`config.mk`:
```
export PLATFORM = sky130hd
export DESIGN_NAME = hazard_unit
export DESIGN_NICKNAME = d
export VERILOG_FILES = /design/src/rtl/hazard_unit.sv
export SDC_FILE = /design/constraint.sdc
export NUM_CORES = 1
export LEC_CHECK = 0
export ABC_AREA = 1
export BUFFER_PORTS_ARGS = -buffer_cell sky130_fd_sc_hd__buf_2
export CAP_MARGIN = 20
export CORE_MARGIN = 2
export CORE_UTILIZATION = 40
export CTS_BUF_LIST = sky130_fd_sc_hd__clkbuf_2 sky130_fd_sc_hd__clkbuf_4 sky130_fd_sc_hd__clkbuf_8
export CTS_CLUSTER_SIZE = 24
export DETAILED_ROUTE_END_ITERATION = 6
export PLACE_DENSITY = 0.76
export SYNTH_ARGS = -nofsm -noshare
export SYNTH_HDL_FRONTEND = slang
export SYNTH_SLANG_ARGS = --single-unit
```
`constraint.sdc`:
```
create_clock -name clk -period 2.8 [get_ports clk]
set_clock_uncertainty 0.15 [all_clocks]
set_input_delay 0.14 -clock clk [delete_from_list [all_inputs] [get_ports clk]]
set_output_delay 0.14 -clock clk [all_outputs]
set_load 0.02 [all_outputs]
```
`src/rtl/hazard_unit.sv`:
```
// E-stage hazard controller: operand forwarding selects, load-use and data-memory wait-state
// stalls/flushes, plus a saturating count of fetch-stall cycles.
module hazard_unit #(
  parameter int ADDR_W   = 5,
  parameter int MEM_WAIT = 2,
  parameter int CNT_W    = 32
) (
  input  logic              clk,
  input  logic              rst_n,
  input  logic [ADDR_W-1:0] Rs1D,
  input  logic [ADDR_W-1:0] Rs2D,
  input  logic [ADDR_W-1:0] Rs1E,
  input  logic [ADDR_W-1:0] Rs2E,
  input  logic [ADDR_W-1:0] RdE,
  input  logic [ADDR_W-1:0] RdM,
  input  logic [ADDR_W-1:0] RdW,
  input  logic              RegWriteM,
  input  logic              RegWriteW,
  input  logic              ResultSrcE0,
  input  logic              PCSrcE,
  input  logic              MemAccessM,
  output logic [1:0]        ForwardAE,
  output logic [1:0]        ForwardBE,
  output logic              StallF,
  output logic              StallD,
  output logic              StallE,
  output logic              StallM,
  output logic              FlushD,
  output logic              FlushE,
  output logic              FlushW,
  output logic [CNT_W-1:0]  StallCount
);

  typedef enum logic [1:0] {IDLE, WAIT, DONE} state_e;

  // cnt only ever holds values up to MEM_WAIT-1
  localparam int CW = (MEM_WAIT > 1) ? $clog2(MEM_WAIT) : 1;
  localparam logic [CW-1:0] CNT_INIT = CW'((MEM_WAIT > 0) ? MEM_WAIT - 1 : 0);

  state_e             state_q, state_d;
  logic [CW-1:0]      cnt_q, cnt_d;
  logic [CNT_W-1:0]   stall_count_q, stall_count_d;
  logic               mem_stall;
  logic               lw_stall;

  always_comb begin
    ForwardAE = 2'b00;
    if (RegWriteM && (RdM != '0) && (RdM == Rs1E))
      ForwardAE = 2'b10;
    else if (RegWriteW && (RdW != '0) && (RdW == Rs1E))
      ForwardAE = 2'b01;
  end

  always_comb begin
    ForwardBE = 2'b00;
    if (RegWriteM && (RdM != '0) && (RdM == Rs2E))
      ForwardBE = 2'b10;
    else if (RegWriteW && (RdW != '0) && (RdW == Rs2E))
      ForwardBE = 2'b01;
  end

  assign lw_stall = ResultSrcE0 && (RdE != '0) && ((RdE == Rs1D) || (RdE == Rs2D));

  // The first stalled cycle is spent in IDLE, so WAIT covers the remaining MEM_WAIT-1
  always_comb begin
    state_d   = state_q;
    cnt_d     = cnt_q;
    mem_stall = 1'b0;
    case (state_q)
      IDLE: begin
        if (MemAccessM && (MEM_WAIT != 0)) begin
          mem_stall = 1'b1;
          cnt_d     = CNT_INIT;
          state_d   = (MEM_WAIT > 1) ? WAIT : DONE;
        end
      end
      WAIT: begin
        mem_stall = 1'b1;
        if (cnt_q == CW'(1))
          state_d = DONE;
        else
          cnt_d = cnt_q - CW'(1);
      end
      DONE:    state_d = IDLE;
      default: state_d = IDLE;
    endcase
  end

  assign StallF = lw_stall | mem_stall;
  assign StallD = lw_stall | mem_stall;
  assign StallE = mem_stall;
  assign StallM = mem_stall;
  assign FlushW = mem_stall;
  assign FlushD = PCSrcE & ~mem_stall;
  assign FlushE = (lw_stall | PCSrcE) & ~mem_stall;

  always_comb begin
    stall_count_d = stall_count_q;
    if (StallF && (stall_count_q != '1))
      stall_count_d = stall_count_q + CNT_W'(1);
  end

  assign StallCount = stall_count_q;

  always_ff @(posedge clk or negedge rst_n) begin
    if (!rst_n) begin
      state_q       <= IDLE;
      cnt_q         <= '0;
      stall_count_q <= '0;
    end else begin
      state_q       <= state_d;
      cnt_q         <= cnt_d;
      stall_count_q <= stall_count_d;
    end
  end

endmodule

```
==> results.cfg <==
[critical_path]
crit_start = StallCount[0]
endpoint_kind = flip-flop
regToRegSetupSlack_ns = 0.54
path_class = flip-flop to flip-flop
worstPathArrival_ns = 2.35
path_max_fanout = 30
reg2reg_from = StallCount[0]
crit_required_ns = 2.88
start_kind = flip-flop

[power_and_ir_drop]
p_switching_w = 0.000545
powerDensity_nw_per_um2 = 435
p_seq_share_pct = 41.3
power.leakage_nw = 1.82
comb_power_share_pct = 30.4
ir_worst_vdd_mv = 0.206
clkPwrFrac_pct = 28.3
switching_share_pct = 36.9
p_int_w = 0.000934

[die]
fp.dieW_um = 87.8
num_rows = 30
die_y_um = 87.8
initial_core_util_pct = 41.3
ios = 85
dieArea_um2 = 7700
core_area_um2 = 6790

[cells_and_area]
synthToLayoutAreaGrowth_pct = 21.1
fin_util_pct = 50.0
nFillCells = 706
regArea_um2 = 876
multiInputGateArea_um2 = 1710
final_net_count = 572
diodes = 0
drive_gt1_share_pct = 19.2

[synth]
synth_area_leader_cell = dfrtp_1
synthTopCellsByArea = dfrtp_1 (31%), nand2_1 (25%), nor2_1 (8.8%)
ys_ff_latch = 35
synth_cell_types = 22
synthFlopType = dfrtp_1
synth.avg_cell_area_um2 = 6.29
synth_common_cells = nand2_1 (184), nor2_1 (66), nand3_1 (41), dfrtp_1 (35), inv_1 (33)
yosysMostFrequentCell = nand2_1
synth_edf_count = 0
syn-num-nets = 489
synth_warnings = 0
synth_top_area_share_pct = 31.2
async_flop_share_pct = 100
yosysSeqAreaShare_pct = 31.2
netlist_instances = 446
syn_area_um2 = 2810

[cts]
cts-root-to-sink-buffers = 2
htreeDepth = 2
numCtsBuffers = 5
cts_sinks = 35
cts_tree = done
cts_setup_buffers = 0
clkSlewWorstSetupHoldPaths_ns = 0.07
clk_latency_ns = 0.29
cts-root-buf = clkbuf_8

[timing]
finalSetupTns_ns = 0
relSlewSlack_pct = 46.9
final-hold-violation-count = 0
setup_ws_ns = 0.535
tightestPinTransition_ns = 0.797
setup_viol = 0
drv_slew = 0
finalCritPeriodShare_pct = 80.9
fmax_mhz = 442
rsz0062_at_grt = no
finalCriticalPeriod_ns = 2.26
whs_ns = 0.323

[detailed_routing]
dr.pass1.iters = 4
routedWlPerCell_um = 12.2
drt_iter0_markers = 180
vias = 3019
drtAntennaViolNets = 0
viasPerCell = 4.82
wirelength_mm = 7.67
drc = 0

[status]
status = finished, final reports clean

[placed_design]
globalplace.congestion = 0.953
hpwl_mm = 6.10
place_ws_ns = 0.568
io_buffers = 84

[global_route]
grt.overflow.total = 0
antenna_found_initial = 0
grt_pass1_vias = 2901
grt_pass1_wl_mm = 13.0
grt_usage_pct = 21.2
grt_max_degree = 36

[min_path]
hold_path_class = flip-flop to flip-flop
hold_start = cnt_q

[job]
cap_violations = 0
## kinds of logic (layout without fill, tap and decap cells)
family	after synthesis	count (layout)	synth area share, %
buf+inv	47	131	7.76
fa+ha+maj	1	1	0.446
simple gates	321	321	48.1
flops	35	35	31.2
compound gates	5	5	0.892
xor+xnor	37	37	11.5
## worst max-delay path, stage by stage, from the launching register on
cell,delay [ns]
dfrtp_1,0.44
ha_1,0.29
inv_2,0.08
nor2_4,0.20
nand2_1,0.08
nor2_1,0.12
nand2_1,0.08
nor2_2,0.14
inv_2,0.15
nand2_4,0.30
nand2_1,0.10
nand2_1,0.08
## state kept, by name, indices dropped and copies added (netlist names)
signal and flops:
state_q 2, StallCount 32, cnt_q 1
## area by class of cell
| class | count | area share [%] |
|---|---|---|
| sequential | 35 | 25.8 |
| inverter | 35 | 3.86 |
| clock buffer | 8 | 3.05 |
| tap | 96 | 3.53 |
| timing repair buffer | 88 | 13.4 |
| multi-input combinational | 364 | 50.4 |
## final timing paths
path,to,depth (start not counted)
setup / recovery,StallCount[29],11
hold / removal,state_q[0],1
setup reg to reg,StallCount[29],11
hold reg to reg,state_q[0],1
max in group asynchronous,StallCount[1],2
min in group asynchronous,StallCount[24],2
## stage by stage
stage | instances | power (W) | area [um^2]
2_1_floorplan | 446 | 0.000925 | 2810
6_report | 626 | 0.00148 | 3400
3_3_place_gp | 616 | 0.00106 | 3280
4_1_cts | 626 | 0.00150 | 3400
3_5_place_dp | 616 | 0.00107 | 3280
5_1_grt | 626 | 0.00157 | 3400
## layout by cell type, fill, tap and decap left out
master         instances
xor2_1                21
nand3b_1              10
clkbuf_4               1
nand2_2                1
o21ai_0                4
nand2_4                1
inv_1                 33
nand4_1               10
nand3_1               41
nand2_1              184
clkbuf_8               7
buf_4                  2
dfrtp_1               35
dlygate4sd3_1          2
nor2_4                 1
a21oi_1                1
nor2_2                 3
buf_2                 84
inv_2                  2
xnor2_1               16
ha_1                   1
nor4_1                 2
nor3_1                 2
nor2_1                66
## power by group through the flow
stage          clock, W  combinational (W)  sequential (W)
2_1_floorplan         0           0.000275        0.000650
3_3_place_gp          0           0.000445        0.000614
3_5_place_dp          0           0.000449        0.000621
4_1_cts        0.000431           0.000453        0.000612
5_1_grt        0.000454           0.000496        0.000620
6_report       0.000418           0.000449        0.000611
## layer usage
metal  routed length [um]  vias up  GRT usage (%)
li1                     -     1553              -
met1                 3420     1362           26.4
met2                 3690       92           36.3
met3                  434       12           4.05
met4                  124        0           7.83
met5                    0        -              0
## timing repair
item / in CTS / in global routing
endpoints found under the hold margin: 36 / 0
resized for setup: 0 / 0
hold buffers: 2 / 0
(Power assumes the default switching activity.)
